`src/rtl/vga_frame_scanner.sv`:
```
// vga_frame_scanner: 640x480@60 VGA timing, 2x-doubled frame-buffer reads, pixel-aligned rgb/sync.
// Ports: clk, reset (async, active-high); fb_addr -> frame buffer, fb_data <- frame buffer;
//   rgb/hsync/vsync/video_on -> VGA pins; frame_start pulses when (h,v) wraps to (0,0);
//   test_pattern selects colour bars, present only with VGA_TEST_PATTERN_EN defined.
module vga_frame_scanner #(
  parameter int CLK_DIV  = 4,
  parameter int H_ACTIVE = 640,
  parameter int H_FP     = 16,
  parameter int H_SYNC   = 96,
  parameter int H_BP     = 48,
  parameter int V_ACTIVE = 480,
  parameter int V_FP     = 10,
  parameter int V_SYNC   = 2,
  parameter int V_BP     = 33,
  parameter int FB_WIDTH = 320
) (
  input  logic        clk,
  input  logic        reset,
  output logic [16:0] fb_addr,
  input  logic [11:0] fb_data,
  output logic [11:0] rgb,
  output logic        hsync,
  output logic        vsync,
  output logic        video_on,
  output logic        frame_start
`ifdef VGA_TEST_PATTERN_EN
  ,
  input  logic        test_pattern
`endif
);
  localparam int H_TOTAL = H_ACTIVE + H_FP + H_SYNC + H_BP;
  localparam int V_TOTAL = V_ACTIVE + V_FP + V_SYNC + V_BP;
  localparam int DW = (CLK_DIV > 1) ? $clog2(CLK_DIV) : 1;
  logic [DW-1:0] div_q, div_d;
  logic [9:0] h_q, h_d, v_q, v_d;
  logic [16:0] fb_addr_q, fb_addr_d, line_base;
  logic hs1_q, hs1_d, vs1_q, vs1_d, act1_q, act1_d;
  logic [11:0] rgb_q, rgb_d, pix;
  logic hsync_q, hsync_d, vsync_q, vsync_d, video_on_q, video_on_d;
  logic tick, h_end, v_end, hs_n, vs_n, act;
`ifdef VGA_TEST_PATTERN_EN
  logic [9:0] h1_q, h1_d;
  logic [11:0] bar;
  // bar index = h1/80 as a compare chain, no divider
  always_comb begin
    h1_d = tick ? h_q : h1_q;
    bar  = h1_q < 10'd80  ? 12'hFFF :
           h1_q < 10'd160 ? 12'hFF0 :
           h1_q < 10'd240 ? 12'h0FF :
           h1_q < 10'd320 ? 12'h0F0 :
           h1_q < 10'd400 ? 12'hF0F :
           h1_q < 10'd480 ? 12'hF00 :
           h1_q < 10'd560 ? 12'h00F : 12'h000;
    pix  = test_pattern ? bar : fb_data;
  end
  always_ff @(posedge clk or posedge reset)
    if (reset) h1_q <= '0;
    else       h1_q <= h1_d;
`else
  assign pix = fb_data;
`endif
  always_comb begin
    tick  = div_q == DW'(CLK_DIV - 1);
    h_end = h_q == 10'(H_TOTAL - 1);
    v_end = v_q == 10'(V_TOTAL - 1);
    div_d = tick ? '0 : div_q + 1'b1;
    h_d   = tick ? (h_end ? '0 : h_q + 10'd1) : h_q;
    v_d   = (tick && h_end) ? (v_end ? '0 : v_q + 10'd1) : v_q;
    hs_n  = !(h_q >= 10'(H_ACTIVE + H_FP) && h_q < 10'(H_ACTIVE + H_FP + H_SYNC));
    vs_n  = !(v_q >= 10'(V_ACTIVE + V_FP) && v_q < 10'(V_ACTIVE + V_FP + V_SYNC));
    act   = h_q < 10'(H_ACTIVE) && v_q < 10'(V_ACTIVE);
    // (v>>1)*320 as (v>>1)<<8 + (v>>1)<<6; max 239*320+319 = 76799 fits 17 bits
    line_base = (FB_WIDTH == 320) ? (17'(v_q[9:1]) << 8) + (17'(v_q[9:1]) << 6)
                                  : 17'(v_q[9:1]) * 17'(FB_WIDTH);
    fb_addr_d  = (tick && act) ? line_base + 17'(h_q[9:1]) : fb_addr_q;
    hs1_d      = tick ? hs_n : hs1_q;
    vs1_d      = tick ? vs_n : vs1_q;
    act1_d     = tick ? act : act1_q;
    rgb_d      = tick ? (act1_q ? pix : 12'h000) : rgb_q;
    hsync_d    = tick ? hs1_q : hsync_q;
    vsync_d    = tick ? vs1_q : vsync_q;
    video_on_d = tick ? act1_q : video_on_q;
  end
  always_ff @(posedge clk or posedge reset)
    if (reset) begin
      div_q      <= '0;
      h_q        <= '0;
      v_q        <= '0;
      fb_addr_q  <= '0;
      hs1_q      <= 1'b1;
      vs1_q      <= 1'b1;
      act1_q     <= 1'b0;
      rgb_q      <= '0;
      hsync_q    <= 1'b1;
      vsync_q    <= 1'b1;
      video_on_q <= 1'b0;
    end else begin
      div_q      <= div_d;
      h_q        <= h_d;
      v_q        <= v_d;
      fb_addr_q  <= fb_addr_d;
      hs1_q      <= hs1_d;
      vs1_q      <= vs1_d;
      act1_q     <= act1_d;
      rgb_q      <= rgb_d;
      hsync_q    <= hsync_d;
      vsync_q    <= vsync_d;
      video_on_q <= video_on_d;
    end
  // frame_start is the wrap itself, not pipelined with the pixel path
  assign frame_start = tick && h_end && v_end;
  assign fb_addr     = fb_addr_q;
  assign rgb         = rgb_q;
  assign hsync       = hsync_q;
  assign vsync       = vsync_q;
  assign video_on    = video_on_q;
endmodule

```
`config.mk`:
```
export PLATFORM = sky130hd
export DESIGN_NAME = vga_frame_scanner
export DESIGN_NICKNAME = d
export VERILOG_FILES = /design/src/rtl/vga_frame_scanner.sv
export SDC_FILE = /design/constraint.sdc
export NUM_CORES = 1
export LEC_CHECK = 0
export CORE_MARGIN = 10
export CORE_UTILIZATION = 50
export CTS_CLUSTER_DIAMETER = 30
export DETAILED_ROUTE_END_ITERATION = 10
export PLACE_DENSITY_LB_ADDON = 0.08
export SLEW_MARGIN = 20
export SYNTH_ARGS = -nofsm -noshare
export SYNTH_HDL_FRONTEND = slang
export SYNTH_SLANG_ARGS = --single-unit
```
`constraint.sdc`:
```
create_clock -name clk -period 4.63 [get_ports clk]
set_input_delay 0.926 -clock clk [delete_from_list [all_inputs] [get_ports clk]]
set_output_delay 0.926 -clock clk [all_outputs]
set_load 0.005 [all_outputs]
```
# Yosys cells after proc, flatten, opt, wreduce, memory -nomap -nowiden

Cells that the tools add are included.

Bits in registers: 57
Latch bits: 0
RAM bits: 0
ROM bits: 0
Input bits: 14
Output and inout bits: 33
Logic and storage cells: 37
Memories: 0

Add/subtract/negate cells: 5
Multipliers: 0
Div/mod/pow operators: 0
$lt $le $gt $ge: 6
Equality and inequality tests: 3
Shifts and indexed selects: 0
Mux-type cells: 4
Bitwise gates (word level): 0
Reductions and logical operators: 8

Operator list:

| kind                  | count |
|---|---|
| $add 10x1->10 const B | 2 |
| $eq 10x10->1 const B  | 2 |
| $lt 10x10->1 const B  | 2 |
| $lt 10x9->1 const B   | 2 |
| $mux 10               | 2 |
| $add 17x15->17        | 1 |
| $add 17x9->17         | 1 |
| $mux 12               | 1 |
| $ge 10x10->1 const B  | 1 |
| $ge 10x9->1 const B   | 1 |
| $logic_and 1x1->1     | 6 |
| $add 2x1->2 const B   | 1 |
| $eq 2x2->1 const B    | 1 |
| $logic_not 1->1       | 2 |
| $mux 2                | 1 |

# Logic depth before layout (Yosys ltp)

Depth in word-level cells: 3
Gate-level depth with buffers: 9
Gate-level depth less buffers: 9

# Least setup slack after synthesis

No wires, ideal clock.

Path type: flip-flop to flip-flop
Start point: reg v_q[1]
End point: reg fb_addr_q[14] (netlist: fb_addr[14])
Library setup time: 0.095 ns
Arrival time: 2.287 ns
Data required time: 4.535 ns
Path slack: 2.247 ns
Cell stages (with the launch flop): 10
Path buffers: 0
Period minus slack after synthesis: 2.383 ns
Cell sequence: dfrtp_1 > inv_1 > fa_1 > inv_1 > ha_1 > a21oi_1 > nor2_1 > o311a_1 > o21a_1 > o31ai_1

Longest elaborated chain between the ends: 3
Elaborated cells on any way between the ends: 5
Those cells by class: 2 x add/sub; 1 x order compare; 2 x reduce/logical

Ends and longest elaborated chain:

| element                                                | line | text |
|---|---|---|
| start, declared                                        | 35   | `logic [9:0] h_q, h_d, v_q, v_d;` |
| start signal, assigned                                 | 100  | `v_q <= v_d;` |
| branches (longest 3 deep; another with $add 17x15->17) | n/a  |  |
| end signal, assigned                                   | 101  | `fb_addr_q <= fb_addr_d;` |
| end, declared                                          | 36   | `logic [16:0] fb_addr_q, fb_addr_d, line_base;` |

Several ways; the timed one is not identified.
A chain may end at the register's enable or synchronous reset.

# Worst setup path after layout

Start point: reg v_q[1]
End point: out frame_start

Longest elaborated chain between the ends: 2

Ends and longest elaborated chain:

| element           | line | text |
|---|---|---|
| $eq 10x10->1      | 65   | `v_end = v_q == 10'(V_TOTAL - 1);` |
| $logic_and 1x1->1 | 111  | `assign frame_start = tick && h_end && v_end;` |
| end, declared     | 25   | `output logic frame_start` |

No other way between the ends.

==> results by group <==
Run status
  • Status: finished, final reports clean

Power and ir drop
  • VDD IR max: roughly 240 µV
  • PD cells: about 280 mW/mm²
  • Clock Power Share: approximately 47%
  • Sw Pwr: 0.000217 W
  • Logic pwr share: under 10%
  • Static leakage: roughly 1.7 nW
  • Sequential share of power: about half
  • Switch share: about a fifth
  • P_int: between 0.0007 and 0.0008 W

STA
  • Slew HR: 48.8%
  • RSZ-0062 raised after global routing: no
  • Fin crit share: approximately 80%
  • Clock Skew: roughly 0.0088 ns
  • F_max: around 270 MHz
  • TNS Setup: 0 ns
  • Final setup violation count: 0
  • Worst-Margin Slew: between 0.7 and 0.8 ns
  • Fin. max-slew vios: 0
  • Minimum clock period: approximately 3.7 ns
  • Final Hold Viols: 0

Final layout
  • Design Area, Final: 0.00367 mm²
  • Area of the multi-input gates: approximately 0.0014 mm²
  • Layout cells sized above 1: a little under an eighth
  • Flip-flop and latch area: 0.00143 mm²
  • Layout area overhead: 24.9%
  • Final Non-Filler Cells: approximately 410
  • N_diodes: 0
  • Final #Nets: ~380
  • Fill count: between 400 and 500

Placement
  • Detailed Place HPWL: between 4000 and 5000 µm
  • DP Area: between 0.003 and 0.004 mm²
  • GP Congestion: approximately 0.82
  • Cells after DPL: ~400
  • IO Port Bufs: 46

Floorplanning
  • Std cell rows: 27
  • Die W: 96.7 µm
  • IO Count: 47
  • Chip height: between 90 and 100 µm
  • Initial Utilization: 52.5%
  • Core Box Area: approximately 0.0056 mm²
  • Die area: approximately 0.0094 mm²

Global route
  • Largest net degree at the start of global routing: 33
  • Initial antenna violation count: 0
  • First-pass GRT wire length: 10600 µm
  • Number of global-route vias before repair: 2127
  • All-Layer GR Usage: between 10% and 20%
  • GR Overflow Total: 0

CTS
  • Max Root-Sink Buffers: 2
  • CTS tree: yes
  • Clock root buffer: clkbuf_8
  • Hold buffer count at cts: 0
  • H-tree Lvls: 3
  • CTS buffer count: 9
  • Cts repair resizes: 0
  • Post-CTS Setup Repair Bufs: 0
  • CTS clk-pin slew, worst paths: 0.07 ns
  • Clock sink count: 57
  • Clock latency on the worst-skew pair: approximately 0.33 ns

Logic synthesis
  • Syn_area_per_cell: 10.2 µm²
  • Synth Area in Simple Gates: between 15 and 20%
  • Synthesis-stage register bit count: 57
  • Synth Area in Compound Gates: approximately a tenth
  • Xor-xnor portion of the synthesized cell area: just under 6%
  • Synthesis Warnings: 0
  • Proportion of synthesized area in mux cells: roughly 3.8%
  • Cells after Synth: roughly 290
  • Adder-cell area share of the yosys netlist: 11.1%
  • Synth unique cells: 37
  • Main combinational cell family by area after synthesis: simple AND/OR/NAND/NOR gates
  • Seq/Total Area, Yosys: about half
  • Syn Std Cell Area: ~0.0029 mm²
  • Syn nets: between 300 and 400

Drt
  • Number of remaining DRC errors: 0
  • Routed WL per cell: roughly 15 µm
  • Post-Route WL: around 6000 µm
  • DRT antenna net count: 0
  • Initial DRT Pass Iterations: 4
  • Detail-routed via count per cell: around 5
  • Vias: between 2000 and 2500
  • Starting DRC count in detailed routing: slightly below 80

Critical path
  • Worst Path Arrival: ~2.8 ns
  • CP Launch Type: flop
  • Crit. End Element: output port
  • Crit Path Max Fanout: 8
  • Critical path type: reg2out
  • Worst path required time: between 3 and 4 ns

Hold path
  • HP Class: reg2reg

Run
  • Max Cap Viol: 0
## power by group through the flow
stage,Clock [W],Sequential (W),Combinational (W)
detailed placement,0,0.000515,0.0000380
finish,0.000475,0.000506,0.0000367
global placement,0,0.000515,0.0000377
floorplan,0,0.000516,0.0000106
CTS,0.000484,0.000506,0.0000382
global route,0.000505,0.000506,0.0000415
## final cells by class
class	instances	area share [%]
Sequential cell	57	39.0
Tap cell	72	2.45
Inverter	27	2.76
Timing Repair Buffer	49	13.1
Clock inverter	5	1.46
Clock buffer	11	4.12
Multi-Input combinational cell	192	37.1
## sequential cells by signal, summed over array words and instances (netlist names)
| signal | cells |
|---|---|
| rgb | 12 |
| fb_addr | 17 |
| act1_q | 1 |
| div_q | 2 |
| hs1_q | 1 |
| h_q | 10 |
| v_q | 10 |
| hsync | 1 |
| vs1_q | 1 |
| video_on | 1 |
| vsync | 1 |
## cell families (layout without fill, tap and decap cells)
family | after synthesis | in the layout
AND/OR/NAND/NOR | 88 | 88
flip-flops | 57 | 57
buffers and inverters | 38 | 92
multiplexers | 10 | 10
XOR/XNOR | 20 | 20
AO/OA/AOI/OAI | 49 | 49
adder cells (fa/ha/maj) | 25 | 25
## through the flow
stage / setup WS (ns) / power, W / hold slack (ns) / util (%)
floorplan: 2.25 / 0.000526 / 0.403 / -
global placement: 1.37 / 0.000553 / 0.413 / 61.9
detailed placement: 1.32 / 0.000553 / 0.425 / 61.9
CTS: 0.903 / 0.00103 / 0.432 / 65.5
global route: 0.742 / 0.00105 / 0.458 / 65.5
finish: 0.930 / 0.00102 / 0.426 / 65.5
## layout by cell type, fill, tap and decap left out, types with 2 or more instances in the layout
cell,instances
mux2_2,10
o21ai_0,28
fa_1,2
nand3_1,7
clkbuf_8,11
a21o_1,4
and3_1,2
a21oi_1,9
clkinv_2,3
dfstp_2,4
nand4_1,9
inv_1,26
ha_1,23
nor2_1,20
nor3_1,4
nand2_1,31
buf_4,3
xnor2_1,11
o21a_1,2
nor4_1,3
dfrtp_1,53
clkdlybuf4s50_1,46
o31ai_1,3
xor2_1,9
## worst max-delay path, stage by stage (launching register included)
cell and delay (ns):
dfrtp_1 0.47, inv_1 0.15, ha_1 0.15, nor4bb_1 0.23, nand4_1 0.24, nor4_2 0.57, clkdlybuf4s50_1 0.64
## cells in the mapped netlist
cell type	n	area share, %
a21o_1	4	1.0
a21oi_1	9	1.5
a31o_2	1	0.30
a31oi_1	1	0.21
and2_1	1	0.21
and3_1	2	0.43
and4_1	1	0.30
buf_2	3	0.51
clkbuf_1	8	1.0
dfrtp_1	53	45
dfstp_2	4	3.6
fa_1	2	1.4
ha_1	23	9.8
inv_1	27	3.4
mux2_2	10	3.8
nand2_1	31	4.0
nand2b_1	1	0.21
nand3_1	7	1.2
nand4_1	9	1.9
nand4_2	1	0.43
nand4b_1	1	0.30
nand4bb_4	1	0.94
nor2_1	20	2.6
nor2b_1	1	0.21
nor3_1	4	0.68
nor4_1	3	0.64
nor4_2	1	0.43
nor4b_4	1	0.81
nor4bb_1	1	0.34
o21a_1	2	0.51
o21ai_0	28	4.8
o311a_1	1	0.34
o31ai_1	3	0.77
or3_1	1	0.21
or4_1	1	0.26
xnor2_1	11	3.3
xor2_1	9	2.7
## worst paths after layout
kind / from / slack [ns] / to / cells past startpoint
worst max register to register: v_q[1]$_DFFE_PP0P_ / 1.97 / fb_addr[14]$_DFFE_PP0P_ / 9
worst min register to register: div_q[0]$_DFF_PP0_ / 0.43 / div_q[0]$_DFF_PP0_ / 1
max in group asynchronous: reset / 2.78 / hs1_q$_DFFE_PP1P_ / 3
worst max-delay path: v_q[1]$_DFFE_PP0P_ / 0.93 / frame_start / 6
min in group asynchronous: reset / 1.01 / v_q[1]$_DFFE_PP0P_ / 2
worst min-delay path: div_q[0]$_DFF_PP0_ / 0.43 / div_q[0]$_DFF_PP0_ / 1
## metal layers
layer	routed length (µm)	vias up	global-route usage (%)	part of all wire, %
met4	82	0	6.65	1.4
met3	312	9	4.40	5.2
met2	2500	56	18.6	41
li1	-	1074	-	-
met1	3150	977	18.3	52
met5	0	-	0	0
(Power assumes the default switching activity.)
